**src/rtl/imm_pkg.sv**
```systemverilog
// Shared constants for the immediate-extension stage: default widths, mode
// encodings and the skid-buffer occupancy states.
package imm_pkg;

  localparam int unsigned DEF_DATA_WIDTH = 32;
  localparam int unsigned DEF_IMM_WIDTH  = 16;
  localparam int unsigned DEF_JUMP_WIDTH = 26;
  localparam int unsigned DEF_MODE_WIDTH = 3;

  // Buffered payload is {illegal, target, imm}
  localparam int unsigned PAYLOAD_W = 2 * DEF_DATA_WIDTH + 1;

  localparam int unsigned MODE_SIGN   = 0;
  localparam int unsigned MODE_ZERO   = 1;
  localparam int unsigned MODE_LUI    = 2;
  localparam int unsigned MODE_BRANCH = 3;
  localparam int unsigned MODE_JUMP   = 4;

  typedef enum logic [1:0] {
    BUF_EMPTY = 2'd0,
    BUF_ONE   = 2'd1,
    BUF_FULL  = 2'd2
  } buf_state_e;

endpackage

```
**src/rtl/imm_extend_stage_if.sv**
```systemverilog
// Valid/ready payload bus between decode and the immediate-extension stage.
interface imm_extend_stage_if #(
  parameter int unsigned DATA_WIDTH = 32,
  parameter int unsigned MODE_WIDTH = 3
) ();

  logic                  i_valid;
  logic                  o_ready;
  logic [DATA_WIDTH-1:0] i_instruccion;
  logic [DATA_WIDTH-1:0] i_pc;
  logic [MODE_WIDTH-1:0] i_mode;
  logic                  i_flush;
  logic                  o_valid;
  logic                  i_ready;
  logic [DATA_WIDTH-1:0] o_imm;
  logic [DATA_WIDTH-1:0] o_target;
  logic                  o_illegal;

  modport master (
    output i_valid, i_instruccion, i_pc, i_mode, i_flush, i_ready,
    input  o_ready, o_valid, o_imm, o_target, o_illegal
  );

  modport slave (
    input  i_valid, i_instruccion, i_pc, i_mode, i_flush, i_ready,
    output o_ready, o_valid, o_imm, o_target, o_illegal
  );

endinterface

```
**src/rtl/imm_decode.sv**
```systemverilog
// Combinational immediate extension and branch/jump target computation.
module imm_decode
  import imm_pkg::*;
#(
  parameter int unsigned DATA_WIDTH = DEF_DATA_WIDTH,
  parameter int unsigned IMM_WIDTH  = DEF_IMM_WIDTH,
  parameter int unsigned JUMP_WIDTH = DEF_JUMP_WIDTH,
  parameter int unsigned MODE_WIDTH = DEF_MODE_WIDTH
) (
  input  logic [DATA_WIDTH-1:0] i_instr,
  input  logic [DATA_WIDTH-1:0] i_pc,
  input  logic [MODE_WIDTH-1:0] i_mode,
  output logic [DATA_WIDTH-1:0] o_imm,
  output logic [DATA_WIDTH-1:0] o_target,
  output logic                  o_illegal
);

  localparam int unsigned EXT_W  = DATA_WIDTH - IMM_WIDTH;
  localparam int unsigned JEXT_W = DATA_WIDTH - JUMP_WIDTH;

  logic [IMM_WIDTH-1:0]  imm;
  logic [DATA_WIDTH-1:0] sext;
  logic [DATA_WIDTH-1:0] zext;
  logic [DATA_WIDTH-1:0] lui;
  logic [DATA_WIDTH-1:0] boff;
  logic [DATA_WIDTH-1:0] btgt;
  logic [DATA_WIDTH-1:0] jidx;
  logic [DATA_WIDTH-1:0] jtgt;
  logic                  unused_instr;

  assign imm  = i_instr[IMM_WIDTH-1:0];
  assign sext = {{EXT_W{imm[IMM_WIDTH-1]}}, imm};
  assign zext = {{EXT_W{1'b0}}, imm};
  assign lui  = {imm, {EXT_W{1'b0}}};
  assign boff = {sext[DATA_WIDTH-3:0], 2'b00};
  assign btgt = i_pc + boff;
  assign jidx = {{JEXT_W{1'b0}}, i_instr[JUMP_WIDTH-1:0]};

  // Bits above both fields are opcode/register fields decoded elsewhere
  assign unused_instr = ^i_instr;

  // Jump keeps the PC region bits above the shifted index
  generate
    if (JUMP_WIDTH + 2 < DATA_WIDTH) begin : g_jtgt_region
      assign jtgt = {i_pc[DATA_WIDTH-1:JUMP_WIDTH+2], i_instr[JUMP_WIDTH-1:0], 2'b00};
    end else begin : g_jtgt_full
      assign jtgt = {i_instr[JUMP_WIDTH-1:0], 2'b00};
    end
  endgenerate

  always_comb begin
    o_imm     = sext;
    o_target  = '0;
    o_illegal = 1'b0;
    case (i_mode)
      MODE_WIDTH'(MODE_SIGN):   o_imm = sext;
      MODE_WIDTH'(MODE_ZERO):   o_imm = zext;
      MODE_WIDTH'(MODE_LUI):    o_imm = lui;
      MODE_WIDTH'(MODE_BRANCH): begin
        o_imm    = boff;
        o_target = btgt;
      end
      MODE_WIDTH'(MODE_JUMP): begin
        o_imm    = jidx;
        o_target = jtgt;
      end
      default:                  o_illegal = 1'b1;
    endcase
  end

endmodule

```
**src/rtl/imm_extend_stage.sv**
```systemverilog
// Registered immediate-extension stage with a 2-entry skid buffer so that
// execute stalls never drop a decoded instruction.
module imm_extend_stage
  import imm_pkg::*;
#(
  parameter int unsigned DATA_WIDTH = DEF_DATA_WIDTH,
  parameter int unsigned IMM_WIDTH  = DEF_IMM_WIDTH,
  parameter int unsigned JUMP_WIDTH = DEF_JUMP_WIDTH,
  parameter int unsigned MODE_WIDTH = DEF_MODE_WIDTH
) (
  input logic               i_clk,
  input logic               i_reset,
  imm_extend_stage_if.slave bus
);

  localparam int unsigned PW = 2 * DATA_WIDTH + 1;

  logic [DATA_WIDTH-1:0] dec_imm;
  logic [DATA_WIDTH-1:0] dec_target;
  logic                  dec_illegal;
  logic [PW-1:0]         dec_payload;

  buf_state_e    state_q, state_d;
  logic [PW-1:0] out_q, out_d;
  logic [PW-1:0] skid_q, skid_d;
  logic          valid_q, valid_d;
  logic          ready_q, ready_d;
  logic          in_xfer;
  logic          out_xfer;

  imm_decode #(
    .DATA_WIDTH (DATA_WIDTH),
    .IMM_WIDTH  (IMM_WIDTH),
    .JUMP_WIDTH (JUMP_WIDTH),
    .MODE_WIDTH (MODE_WIDTH)
  ) u_decode (
    .i_instr   (bus.i_instruccion),
    .i_pc      (bus.i_pc),
    .i_mode    (bus.i_mode),
    .o_imm     (dec_imm),
    .o_target  (dec_target),
    .o_illegal (dec_illegal)
  );

  assign dec_payload = {dec_illegal, dec_target, dec_imm};
  assign in_xfer     = bus.i_valid & ready_q;
  assign out_xfer    = valid_q & bus.i_ready;

  // Occupancy update: OUT drives the bus, SKID catches a beat while stalled
  always_comb begin
    state_d = state_q;
    out_d   = out_q;
    skid_d  = skid_q;
    if (bus.i_flush) begin
      state_d = BUF_EMPTY;
    end else begin
      case (state_q)
        BUF_EMPTY: begin
          if (in_xfer) begin
            out_d   = dec_payload;
            state_d = BUF_ONE;
          end
        end
        BUF_ONE: begin
          if (in_xfer && !out_xfer) begin
            skid_d  = dec_payload;
            state_d = BUF_FULL;
          end else if (in_xfer && out_xfer) begin
            out_d   = dec_payload;
          end else if (out_xfer) begin
            state_d = BUF_EMPTY;
          end
        end
        BUF_FULL: begin
          if (out_xfer) begin
            out_d   = skid_q;
            state_d = BUF_ONE;
          end
        end
        default: state_d = BUF_EMPTY;
      endcase
    end
    valid_d = (state_d != BUF_EMPTY);
    ready_d = (state_d != BUF_FULL);
  end

  always_ff @(posedge i_clk or posedge i_reset) begin
    if (i_reset) begin
      state_q <= BUF_EMPTY;
      out_q   <= '0;
      skid_q  <= '0;
      valid_q <= 1'b0;
      ready_q <= 1'b1;
    end else begin
      state_q <= state_d;
      out_q   <= out_d;
      skid_q  <= skid_d;
      valid_q <= valid_d;
      ready_q <= ready_d;
    end
  end

  assign bus.o_valid   = valid_q;
  assign bus.o_ready   = ready_q;
  assign bus.o_imm     = out_q[DATA_WIDTH-1:0];
  assign bus.o_target  = out_q[2*DATA_WIDTH-1:DATA_WIDTH];
  assign bus.o_illegal = out_q[PW-1];

endmodule

```
**src/flat_wrapper.sv**
```systemverilog
// flat-port wrapper written by rule: the top's interface ports become plain ports
module imm_extend_stage_flat import imm_pkg::*;
#(
  parameter int unsigned DATA_WIDTH = DEF_DATA_WIDTH,
  parameter int unsigned IMM_WIDTH  = DEF_IMM_WIDTH,
  parameter int unsigned JUMP_WIDTH = DEF_JUMP_WIDTH,
  parameter int unsigned MODE_WIDTH = DEF_MODE_WIDTH
)
  (i_clk, i_reset, bus_i_valid, bus_i_instruccion, bus_i_pc, bus_i_mode, bus_i_flush, bus_i_ready, bus_o_ready, bus_o_valid, bus_o_imm, bus_o_target, bus_o_illegal);
  imm_extend_stage_if #(.DATA_WIDTH(DATA_WIDTH), .MODE_WIDTH(MODE_WIDTH)) bus_i ();
  input logic i_clk;
  input logic i_reset;
  input wire logic [$bits(bus_i.i_valid)-1:0] bus_i_valid;
  input wire logic [$bits(bus_i.i_instruccion)-1:0] bus_i_instruccion;
  input wire logic [$bits(bus_i.i_pc)-1:0] bus_i_pc;
  input wire logic [$bits(bus_i.i_mode)-1:0] bus_i_mode;
  input wire logic [$bits(bus_i.i_flush)-1:0] bus_i_flush;
  input wire logic [$bits(bus_i.i_ready)-1:0] bus_i_ready;
  output wire logic [$bits(bus_i.o_ready)-1:0] bus_o_ready;
  output wire logic [$bits(bus_i.o_valid)-1:0] bus_o_valid;
  output wire logic [$bits(bus_i.o_imm)-1:0] bus_o_imm;
  output wire logic [$bits(bus_i.o_target)-1:0] bus_o_target;
  output wire logic [$bits(bus_i.o_illegal)-1:0] bus_o_illegal;
  assign bus_i.i_valid = bus_i_valid;
  assign bus_i.i_instruccion = bus_i_instruccion;
  assign bus_i.i_pc = bus_i_pc;
  assign bus_i.i_mode = bus_i_mode;
  assign bus_i.i_flush = bus_i_flush;
  assign bus_i.i_ready = bus_i_ready;
  assign bus_o_ready = bus_i.o_ready;
  assign bus_o_valid = bus_i.o_valid;
  assign bus_o_imm = bus_i.o_imm;
  assign bus_o_target = bus_i.o_target;
  assign bus_o_illegal = bus_i.o_illegal;
  imm_extend_stage #(.DATA_WIDTH(DATA_WIDTH), .IMM_WIDTH(IMM_WIDTH), .JUMP_WIDTH(JUMP_WIDTH), .MODE_WIDTH(MODE_WIDTH)) u_core (.i_clk(i_clk), .i_reset(i_reset), .bus(bus_i));
endmodule
```
**config.mk**
```make
export PLATFORM = sky130hd
export DESIGN_NAME = imm_extend_stage_flat
export DESIGN_NICKNAME = d
export VERILOG_FILES = /design/src/rtl/imm_pkg.sv /design/src/rtl/imm_extend_stage_if.sv /design/src/rtl/imm_decode.sv /design/src/rtl/imm_extend_stage.sv /design/src/flat_wrapper.sv
export SDC_FILE = /design/constraint.sdc
export NUM_CORES = 1
export LEC_CHECK = 0
export ABC_AREA = 1
export CAP_MARGIN = 20
export CORE_ASPECT_RATIO = 1.2
export CORE_MARGIN = 3
export CORE_UTILIZATION = 59
export DETAILED_ROUTE_END_ITERATION = 7
export PLACE_DENSITY_LB_ADDON = 0.15
export SLEW_MARGIN = 25
export SYNTH_ARGS = -nofsm -noshare
export SYNTH_HDL_FRONTEND = slang
export SYNTH_SLANG_ARGS = --single-unit
```
**constraint.sdc**
```tcl
create_clock -name i_clk -period 11.8 [get_ports i_clk]
set_input_delay 1.18 -clock i_clk [delete_from_list [all_inputs] [get_ports i_clk]]
set_output_delay 1.18 -clock i_clk [all_outputs]
set_load 0.005 [all_outputs]
```
==> impl_metrics.json <==
{
  "status": "completed",
  "synthAdderAreaFrac_pct": 4.55,
  "area_growth_pct": 23.3,
  "die_w_um": 115,
  "period_minus_slack_ns": 3.72,
  "switchingPower_uw": 552,
  "worstSetupStartpointType": "input port",
  "drcViolationCount": 0,
  "pwr-share-comb_pct": 28.7,
  "die_area_um2": 15700,
  "rrSetupSlack_ns": 8.83,
  "place_ws_ns": 7.68,
  "power_density_nw_per_um2": 165,
  "synth_area_leaders": "dfrtp_1 (40%), nand2_1 (19%), inv_1 (6.5%)",
  "synth.largest_area_cell": "dfrtp_1",
  "cp.required_ns": 12.10,
  "syn_area_per_cell_um2": 6.74,
  "final_cells": 1541,
  "gp_congestion": 0.969,
  "drive_gt1_share_pct": 4.23,
  "synthMuxAreaShare_pct": 0,
  "routed_wl_mm": 24.1,
  "antenna_left": 0,
  "synth_ff_type": "dfrtp_1",
  "r2r_start": "u_core.bus.o_ready",
  "switching_share_pct": 32.3,
  "tightest_slew_ns": 0.906,
  "synth_simple_gate_area_share_pct": 31.7,
  "seq_area_frac_synth_pct": 39.9,
  "grt-ovfl-total": 0,
  "whs_ns": 0.468,
  "cp.arrival_ns": 4.02,
  "finalInstanceArea_um2": 10400,
  "worst_r2r_endpoint": "u_core.out_q[31]",
  "p_int_uw": 1160,
  "yosysWarnings": 0,
  "cts_tree": "yes",
  "synth_xor_area_share_pct": 0.312,
  "p_leak_uw": 0.00539,
  "yosysUniqueCellTypes": 38,
  "dpl.hpwl_mm": 17.5,
  "dp.cells": 1509,
  "grt_pass1_vias": 7871,
  "worstSetupPathType": "in -> reg",
  "synth_top_area_share_pct": 39.5,
  "wire_per_inst_um": 15.6,
  "power_frac_clock_pct": 31.4,
  "core_um2": 13900,
  "synth_cells": 1249,
  "grt_usage_pct": 31.3,
  "place_area_um2": 9790,
  "max_slew_margin_pct": 39.4,
  "setup_violations": 0,
  "hold_viol_final": 0,
  "clkTransAtPathRegs_ns": 0.06,
  "cap_violations": 0,
  "grt_max_degree": 90,
  "vias": 8457,
  "cp-end-kind": "flip-flop",
  "nets": 1459,
  "async_reset_ff_share_pct": 100,
  "ir_drop_mv": 0.113,
  "syn-cell-area_um2": 8420,
  "drtIter0Drc": 837,
  "ctsHtreeMaxLevel": 4,
  "hold_class": "reg -> reg",
  "synth_compound_area_share_pct": 14.4,
  "slew_violations": 0,
  "setup_slack_ns": 8.08,
  "startpoint": "bus_i_flush",
  "cts_buffer_depth": 2,
  "n_antenna_cell": 0,
  "synth_enable_flop_cells": 0,
  "pin_count": 139,
  "period_share_pct": 31.5,
  "synth-seq-cells": 134,
  "firstDrtPassIters": 7,
  "die_y_um": 137,
  "holdBufCountCts": 0,
  "reg2regPathDepth": 9,
  "grt_first_pass_wirelength_mm": 38.7,
  "cp_max_fo": 89,
  "cts_buffers": 17,
  "via_per_inst": 5.49,
  "clock_latency_ns": 0.43,
  "rows": 47,
  "cts_resized": 0,
  "setup_tns_ns": 0,
  "post-cts-setup-buffers": 0,
  "synth_top_family_by_area": "simple AND/OR/NAND/NOR gates",
  "antenna_found_initial": 0,
  "fmax_mhz": 269,
  "clock_sinks": 134,
  "cts-root-buf": "clkbuf_16",
  "rsz0062_at_grt": "false",
  "portBuffers": 132,
  "synth_nets": 1351,
  "initial_core_util_pct": 60.6,
  "clock_skew_ns": 0.0103,
  "seqPwrFrac_pct": 39.9,
  "crit_end": "u_core.out_q[31]"
}
cell usage after synthesis, types with 2 or more instances:
cell / count
nand2_1: 427
inv_1: 145
nor2_1: 137
dfrtp_1: 133
o21ai_0: 101
a21oi_1: 64
nand3_1: 56
ha_1: 29
clkbuf_1: 28
o21ai_1: 25
o22ai_1: 17
a31oi_1: 16
buf_2: 15
nor3_1: 7
inv_2: 6
nand4_1: 6
nor3b_2: 5
o21bai_1: 5
nor3b_1: 3
and2_1: 2
buf_1: 2
nand2_2: 2
or2_2: 2
xnor2_1: 2
critical path, cell delays in order:
cell             delay (ns)
clkdlybuf4s50_1        0.47
a21oi_1                0.19
inv_1                  0.12
nor3_4                 0.72
inv_2                  0.36
buf_4                  0.46
a21oi_1                0.23
o21ai_1                0.10
o21a_1                 0.14
cell type report:
| cell class | count | area, um^2 |
|---|---|---|
| multi-input combinational | 916 | 4290 |
| fill | 1140 | 3500 |
| sequential | 134 | 3350 |
| timing repair buffer | 137 | 1360 |
| inverter | 151 | 569 |
| clock buffer | 18 | 429 |
| tap | 171 | 214 |
| clock inverter | 14 | 164 |
layout by cell type, fill, tap and decap left out, types with 2 or more instances in the layout:
| master | instances |
|---|---|
| nor3b_2 | 5 |
| o21bai_1 | 5 |
| nand4_1 | 6 |
| clkinvlp_4 | 2 |
| nor3_1 | 7 |
| or2_2 | 2 |
| inv_2 | 6 |
| xnor2_1 | 2 |
| clkbuf_16 | 17 |
| o22ai_1 | 17 |
| clkinv_4 | 2 |
| a21oi_1 | 64 |
| nand3_1 | 56 |
| nor2_1 | 137 |
| bufinv_16 | 2 |
| ha_1 | 29 |
| buf_4 | 5 |
| clkdlybuf4s50_1 | 132 |
| nor2_4 | 2 |
| inv_8 | 2 |
| nand2_2 | 2 |
| nand2_1 | 427 |
| o21ai_0 | 101 |
| a31oi_1 | 16 |
| nor3b_1 | 3 |
| o21ai_1 | 25 |
| dfrtp_1 | 133 |
| inv_1 | 144 |
| inv_6 | 5 |
| and2_1 | 2 |
flip-flops by register name, indices dropped and copies added, names as in the netlist:
name	flops
u_core.state_q	2
u_core.out_q	65
u_core.bus.o_ready	1
u_core.skid_q	65
u_core.bus.o_valid	1
power groups by stage:
stage               sequential, uW  combinational (uW)  clock (uW)
detailed placement             685                 486           0
floorplan                      677                 267           0
global route                   697                 556         562
global placement               679                 472           0
finish                         683                 490         536
CTS                            681                 492         538
worst min-delay path by stage:
stage / startpoint / slack [ns] / end / cells after the start
final: u_core.skid_q[6] / 0.47 / u_core.skid_q[6] / 2
after global routing: u_core.skid_q[6] / 0.50 / u_core.skid_q[6] / 2
after CTS: u_core.skid_q[10] / 0.47 / u_core.skid_q[10] / 2
after detailed placement: u_core.skid_q[10] / 0.45 / u_core.skid_q[10] / 2
after global placement: u_core.skid_q[13] / 0.45 / u_core.skid_q[13] / 2
after floorplan: u_core.skid_q[10] / 0.44 / u_core.skid_q[10] / 2
stage by stage:
step                power (uW)  utilization (%)
global route              1810             74.8
CTS                       1710             74.8
global placement          1150             70.5
finish                    1710             74.8
floorplan                  943                -
detailed placement        1170             70.5
logic make-up after synthesis:
logic type,Yosys count
AOI/OAI and AO/OA,230
adders and majority gates,30
buffers and inverters,199
DFF,134
xor gates and xnor gates,3
and+or+nand+nor,653
per-layer routing:
metal  global-route usage, %  wire, um  vias up
met3                    5.44      1570       82
li1                        -         -     4194
met2                    51.4     11500      344
met1                    39.2      9630     3837
met4                    16.8      1360        0
met5                       0         0        -
Power figures use the tool's default switching activity.
